$ cat config.mk
export PLATFORM = sky130hd
export DESIGN_NAME = colocador_bombas
export DESIGN_NICKNAME = d
export VERILOG_FILES = /design/src/rtl/colocador_bombas.sv
export SDC_FILE = /design/constraint.sdc
export NUM_CORES = 1
export LEC_CHECK = 0
export ABC_AREA = 0
export BUFFER_PORTS_ARGS = -buffer_cell sky130_fd_sc_hd__buf_2
export CAP_MARGIN = 20
export CORE_AREA = 2 2 118 120
export CTS_BUF_LIST = sky130_fd_sc_hd__clkbuf_16
export DETAILED_ROUTE_END_ITERATION = 8
export DIE_AREA = 0 0 120 122
export GPL_TIMING_DRIVEN = 1
export PLACE_DENSITY = 0.57
export SLEW_MARGIN = 20
export SYNTH_ARGS = -nofsm -noshare
export SYNTH_HDL_FRONTEND = slang
export SYNTH_SLANG_ARGS = --single-unit
$ cat constraint.sdc
create_clock -name clk -period 3.8 [get_ports clk]
set_input_delay 0.19 -clock clk [delete_from_list [all_inputs] [get_ports clk]]
set_output_delay 0.19 -clock clk [all_outputs]
set_load 0.005 [all_outputs]
$ cat src/rtl/colocador_bombas.sv
// colocador_bombas: places up to MAX_BOMBAS distinct bombs on an 8x8 board using an LFSR, never on the safe cell
// Ports: clk, rst (async, active-low), start, num_bombas, safe_cell in;
//        bomb_mask (bit i = cell row*8+col), bomb_count, busy, done, valid, error out.
module colocador_bombas #(
    parameter logic [7:0] SEED       = 8'hA5,
    parameter logic [5:0] MAX_BOMBAS = 6'd16,
    parameter logic [9:0] TIMEOUT    = 10'd1023
) (
    input  logic        clk,
    input  logic        rst,
    input  logic        start,
    input  logic [5:0]  num_bombas,
    input  logic [5:0]  safe_cell,
    output logic [63:0] bomb_mask,
    output logic [5:0]  bomb_count,
    output logic        busy,
    output logic        done,
    output logic        valid,
    output logic        error
);
    typedef enum logic [1:0] {IDLE, LOAD, PLACE, DONE} state_t;
    // An all-zero seed would lock the LFSR up
    localparam logic [7:0] LFSR_INIT = (SEED == 8'h00) ? 8'h01 : SEED;

    state_t      state_q, state_d;
    logic [7:0]  lfsr_q, lfsr_d;
    logic [5:0]  target_q, target_d;
    logic [5:0]  safe_q, safe_d;
    logic [63:0] mask_q, mask_d;
    logic [5:0]  count_q, count_d;
    logic [9:0]  cyc_q, cyc_d;
    logic        busy_q, busy_d;
    logic        done_q, done_d;
    logic        valid_q, valid_d;
    logic        error_q, error_d;
    logic [5:0]  cand;
    logic        accept;

    always_comb begin
        // x^8+x^6+x^5+x^4+1; runs in every state so start timing varies the pattern
        lfsr_d   = {lfsr_q[6:0], lfsr_q[7] ^ lfsr_q[5] ^ lfsr_q[4] ^ lfsr_q[3]};
        cand     = lfsr_q[5:0];
        accept   = (state_q == PLACE) && (cand != safe_q) && !mask_q[cand];
        state_d  = state_q;
        target_d = target_q;
        safe_d   = safe_q;
        mask_d   = mask_q;
        count_d  = count_q;
        cyc_d    = cyc_q;
        valid_d  = valid_q;
        error_d  = error_q;
        case (state_q)
            IDLE: if (start) begin
                target_d = (num_bombas > MAX_BOMBAS) ? MAX_BOMBAS : num_bombas;
                safe_d   = safe_cell;
                valid_d  = 1'b0;
                error_d  = 1'b0;
                state_d  = LOAD;
            end
            LOAD: begin
                mask_d  = '0;
                count_d = '0;
                cyc_d   = '0;
                state_d = (target_q == 6'd0) ? DONE : PLACE;
            end
            PLACE: begin
                cyc_d = cyc_q + 10'd1;
                if (accept) begin
                    mask_d[cand] = 1'b1;
                    count_d      = count_q + 6'd1;
                end
                // Reaching the target on the last allowed cycle counts as success
                if (accept && (count_q + 6'd1 == target_q)) begin
                    state_d = DONE;
                end else if (cyc_q + 10'd1 == TIMEOUT) begin
                    error_d = 1'b1;
                    state_d = DONE;
                end
            end
            DONE: begin
                valid_d = !error_q;
                state_d = IDLE;
            end
        endcase
        // Outputs are registered from the next state so they line up with it
        busy_d = (state_d == LOAD) || (state_d == PLACE);
        done_d = (state_d == DONE);
    end

    always_ff @(posedge clk or negedge rst) begin
        if (!rst) begin
            state_q  <= IDLE;
            lfsr_q   <= LFSR_INIT;
            target_q <= '0;
            safe_q   <= '0;
            mask_q   <= '0;
            count_q  <= '0;
            cyc_q    <= '0;
            busy_q   <= 1'b0;
            done_q   <= 1'b0;
            valid_q  <= 1'b0;
            error_q  <= 1'b0;
        end else begin
            state_q  <= state_d;
            lfsr_q   <= lfsr_d;
            target_q <= target_d;
            safe_q   <= safe_d;
            mask_q   <= mask_d;
            count_q  <= count_d;
            cyc_q    <= cyc_d;
            busy_q   <= busy_d;
            done_q   <= done_d;
            valid_q  <= valid_d;
            error_q  <= error_d;
        end
    end

    assign bomb_mask  = mask_q;
    assign bomb_count = count_q;
    assign busy       = busy_q;
    assign done       = done_q;
    assign valid      = valid_q;
    assign error      = error_q;
endmodule
# After elaboration in Yosys (flattened, before gate mapping)
# Index checks and enable logic that the tools add are counted.
# W data, S select, Z words.
[totals] reg_bits=106 in_bits=15 output_inout_bits=74
[classes] n_addsub=2 order_cmp=3 eq_ne=13 mux=20 bitwise=4 n_reduce_logical=16
[op_table] op="$pmux W64 S2" n=1
[op_table] op="$mux W64" n=1
[op_table] op="$or A64 B64 Y64" n=1
[op_table] op="$pmux W10 S2" n=1
[op_table] op="$mux W6" n=2
[op_table] op="$pmux W6 S2" n=1
[op_table] op="$add A10 B1 Y10 const B" n=1
[op_table] op="$eq A10 B10 Y1 const B" n=1
[op_table] op="$eq A2 B2 Y1 const B" n=4
[op_table] op="$pmux W2 S4" n=1
[op_table] op="$lt A6 B7 Y1 const B" n=1
[op_table] op="$add A6 B1 Y6 const B" n=1
[op_table] op="$bmux W1 S6" n=1
[op_table] op="$demux W1 S6" n=1
[op_table] op="$eq A6 B6 Y1" n=1
[op_table] op="$ge A6 B1 Y1 const B" n=1
[op_table] op="$gt A6 B5 Y1 const B" n=1
[op_table] op="$logic_not A6 Y1" n=1
[op_table] op="$mux W1" n=6
[op_table] op="$mux W2" n=3
[op_table] op="$ne A2 B2 Y1 const B" n=3
[op_table] op="$ne A6 B6 Y1" n=1
[op_table] op="$reduce_and A2 Y1" n=3
[op_table] op="$reduce_bool A2 Y1" n=3
[op_table] op="9 further kinds" n=17

# Logic depth before layout (Yosys ltp)
[depth] depth_word=9 mapped_depth=13 depth_no_buf=8

# Worst setup path before layout
# No wires, ideal clock.
[synth_timing] path_type="reg2reg" from="register lfsr_q[2]" to="register busy_q, in the netlist busy" setup_ns=0.126 arrival_time_ns=2.915 required_ns=3.674 path_slack_ns=0.759 path_stages_with_launch=12 path_cell_list="dfstp_2 > buf_2 > buf_2 > mux4_2 > a22oi_1 > nor2_1 > or4_1 > nor4_2 > buf_6 > nand2_1 > a31oi_1 > ha_1"
[synth_between] elab_chain_cells=9 elab_cells_between_ends=12 classes_between="3 x eq/ne; 4 x mux; 5 x reduce/logical"
[synth_lines] item="start: declaration" line_no="26" rtl="logic [7:0] lfsr_q, lfsr_d;"
[synth_lines] item="start signal: assignment" line_no="105" rtl="lfsr_q <= lfsr_d;"
[synth_lines] item="$bmux W1 S6" line_no="43" rtl="accept = (state_q == PLACE) && (cand != safe_q) && !mask_q[cand];"
[synth_lines] item="$mux W1 (not written as such)" line_no="43"
[synth_lines] item="$logic_not A1 Y1" line_no="43"
[synth_lines] item="$logic_and A1 B1 Y1 (*)" line_no="43"
[synth_lines] item="$logic_and A1 B1 Y1 (*)" line_no="73" rtl="if (accept && (count_q + 6'd1 == target_q)) begin"
[synth_lines] item="$mux W2 (*)" line_no="73"
[synth_lines] item="$pmux W2 S4 (*)" line_no="52" rtl="case (state_q)"
[synth_lines] item="named net state_d[0]" line_no="25" rtl="state_t state_q, state_d;"
[synth_lines] item="$eq A2 B1 Y1 or $eq A2 B2 Y1 (tied branches)" line_no="86" rtl="busy_d = (state_d == LOAD) || (state_d == PLACE);"
[synth_lines] item="$logic_or A1 B1 Y1 (*)" line_no="86"
[synth_lines] item="named net busy_d" line_no="32" rtl="logic busy_q, busy_d;"
[synth_lines] item="end signal: assignment" line_no="111" rtl="busy_q <= busy_d;"
[synth_lines] item="end: declaration" line_no="32"
# The timed path passes the listed nets; every way through them passes the cells marked *. The select of a mux whose other input is x is not followed.
# A chain may end at the register's enable or synchronous reset.

# Worst setup path after layout
[layout_timing] from="register lfsr_q[1]" to="register busy_q, in the netlist busy"
# The elaborated chain is that of the path after synthesis.

==> reports/results.txt <==
Register area share after synthesis - 50.5%
Main combinational cell family by area after synthesis - simple AND/OR/NAND/NOR gates
Area grow syn2layout - 17.9%
Gpl congestion - 0.799
Layout cells sized above 1 - 25.4%
Critical Path Sink Type - flop
Vias after detailed routing - 4227
Mean Syn Cell Area - 10.3 um^2
Post-DRT Antenna Nets - 0
Clock-pin slew on the worst setup and hold paths - 70 ps
Syn nets - 536
Min Tclk post-route - 3260 ps
DP Cell Count - 761
Post-synth EDFFs - 0
Routed vias/inst - 5.43
Gr usage total - 20.0%
Post-CTS setup buffers - 0
Synthesized area - 0.00527 mm^2
FFs w/ async S/R, synth - 100%
Vias in the first global route - 4039
Design Area, Final - 0.00621 mm^2
Post-Synth Adder-Cell Area - 1.90%
Initial DRC count - 291
WL final - 14100 um
Final hold violations - 0
Num ports - 89
Chip width - 120 um
XOR/XNOR share of the synthesized area - 3.33%
Ys Warns - 0
Fmax - 307 MHz
Arr. time, crit path - 3500 ps
Worst path required time - 4040 ps
Final Setup Violations - 0
Peak supply drop - 229 uV
TritonCTS clock tree - built
Post-synthesis mux area share - 8.53%
Clock Sink Count - 106
Tcrit/Tclk final - 85.8%
Top_reg_cell synth - dfrtp_1
Mapped Cells - 513
Tightest Pin Transition - 813 ps
TritonCTS buffer count - 9
P per Cell Area - 490 mW/mm^2
Netlist cell types - 50
Num rows - 43
Slowest cell on crit path - mux4_1
Placed instance area - 0.00593 mm^2
Clk_lat worst skew - 360 ps
Die Area - 0.0146 mm^2
Outcome - complete, no violations
Non-filler cells, final - 778
IO buf count - 88
Post-route DRC - 0
H-Tree Depth - 3
Compound-Gate Fraction of Synth Area - 14.6%
Fin nets - 616
Final TNS setup - 0 ps
Fin Clk Skew - 13.7 ps
TritonRoute pass-1 iters - 5
Synth Area in Simple Gates - 17.6%
Fin util - 46.0%
Crit-path cells - mux4_1, a22oi_1, nor2_1, or4_1, nor4_4, buf_12, nand2_1, a31oi_1, ha_1
Max Cap Viol - 0
HP Class - primary input to flop
Largest net degree at the start of global routing - 73
GR Overflow Total - 0
Initial Util - 39.0%
Final Max Slew Viols - 0
LEAKAGE - 2.88 nW
Core ar. - 0.0135 mm^2
Max incr delay on CP - 610 ps
N_diodes - 0
Worst Path Class, Setup - flop to flop
CTS root buf - clkbuf_16
Die Y-Extent - 122 um
Clock tree buffer depth - 2
Antenna violations before repair - 0
Drt wl/cell - 18.2 um
Post-DP HPWL - 9740 um
Max_slew headroom - 45.8%
Max FO, Critical Path - 20
#FFs+latches synth - 106
Startpoint type of the worst setup path - flop
Global-route wire length before repair - 22400 um
RSZ-0062 raised after global routing - false
[final timing paths]
path                                              to           startpoint  slack, ps  depth (start not counted)
min                          target_q[2]$_DFFE_PN0P_        num_bombas[2]         60                          2
max in group asynchronous  bomb_mask[26]$_DFFE_PN0P_                  rst       2530                          4
min in group asynchronous  bomb_count[2]$_DFFE_PN0P_                  rst        310                          2
max reg2reg                           busy$_DFF_PN0_  lfsr_q[1]$_DFF_PN0_        540                          9
max                                   busy$_DFF_PN0_  lfsr_q[1]$_DFF_PN0_        540                          9
min reg2reg                      lfsr_q[7]$_DFF_PN1_  lfsr_q[6]$_DFF_PN0_        360                          0
[timing repair]
action	CTS	global route
gates resized for setup	0	0
endpoints found under the hold margin	30	0
hold buffers	1	0
[sequential cells by signal, summed over array words and instances (netlist names)]
register,flops
bomb_count,6
bomb_mask,64
busy,1
cyc_q,10
done,1
error,1
lfsr_q,8
safe_q,6
state_q,2
target_q,6
valid,1
[layer usage]
| layer | routed length [um] | track usage, % | part of all wire, % | up-vias |
|---|---|---|---|---|
| met5 | 0 | 0 | 0 | - |
| met4 | 59 | 4.12 | 0.42 | 0 |
| met3 | 838 | 5.29 | 5.9 | 4 |
| met2 | 6920 | 33.0 | 49 | 138 |
| met1 | 6320 | 26.7 | 45 | 2120 |
| li1 | - | - | - | 1965 |
[layout by cell type (no fill, tap or decap), types with 6 or more instances in the layout]
cell / count
a21oi_1: 11
a22o_1: 11
and2_1: 6
buf_2: 87
buf_4: 11
clkbuf_16: 9
dfrtp_1: 102
ha_1: 8
inv_1: 14
mux2_2: 14
mux2i_1: 13
mux4_2: 6
nand2_1: 85
nand2b_1: 8
nand3_1: 10
nor2_1: 22
nor2b_1: 9
nor3_1: 6
o21ai_0: 72
xnor2_1: 11
xor2_1: 9
[critical path, delay by kind of cell (launching register included)]
family / cells / cell delay (ps)
muxes: 1 / 610
DFF: 1 / 570
adders and majority gates: 1 / 260
buffers and inverters: 1 / 220
AOI/OAI and AO/OA: 2 / 380
and+or+nand+nor: 4 / 1090
[stage by stage]
step                power, mW  hold slack [ps]  setup WS (ps)
detailed placement       2.19              166            504
global placement         2.16              336            597
finish                   3.05             55.5            540
floorplan                1.93             -106            759
global route             3.22             45.6            321
CTS                      3.09             45.1            510
[report_power, final]
| group | leakage [nW] | switching [mW] | total (mW) | internal (mW) |
|---|---|---|---|---|
| combinational | 1.32 | 0.496 | 0.804 | 0.309 |
| clock | 0.135 | 0.442 | 0.887 | 0.445 |
| sequential | 1.43 | 0.113 | 1.35 | 1.24 |
[synthesized netlist by cell type (6+ instances only)]
cell type | n | area, um^2
mux2i_1 | 13 | 130
mux2_2 | 14 | 158
o21ai_0 | 72 | 360
and2_1 | 6 | 37.5
inv_1 | 12 | 45.0
dfrtp_1 | 102 | 2550
a21oi_1 | 11 | 55.1
nor3_1 | 6 | 30.0
buf_2 | 6 | 30.0
xor2_1 | 9 | 78.8
nand3_1 | 10 | 50.1
a22o_1 | 11 | 96.3
nand2b_1 | 9 | 56.3
ha_1 | 8 | 100
xnor2_1 | 11 | 96.3
nand2_1 | 85 | 319
nor2b_1 | 9 | 56.3
clkbuf_1 | 22 | 82.6
nor2_1 | 22 | 82.6
mux4_2 | 6 | 135
[kinds of logic (layout without fill, tap and decap cells)]
family	count (synthesis)	after routing
simple gates	175	175
compound gates	126	126
flops	106	106
buf+inv	44	129
mux	34	34
xor+xnor	20	20
fa+ha+maj	8	8
[layout make-up]
class | instances | area (um^2)
clock buffer | 9 | 225
clock inverter | 7 | 48.8
fill | 1309 | 7290
inverter | 12 | 45.0
multi-input combinational | 363 | 2430
sequential | 106 | 2660
tap | 180 | 225
timing repair buffer | 101 | 576
Power figures use the tool's default switching activity.
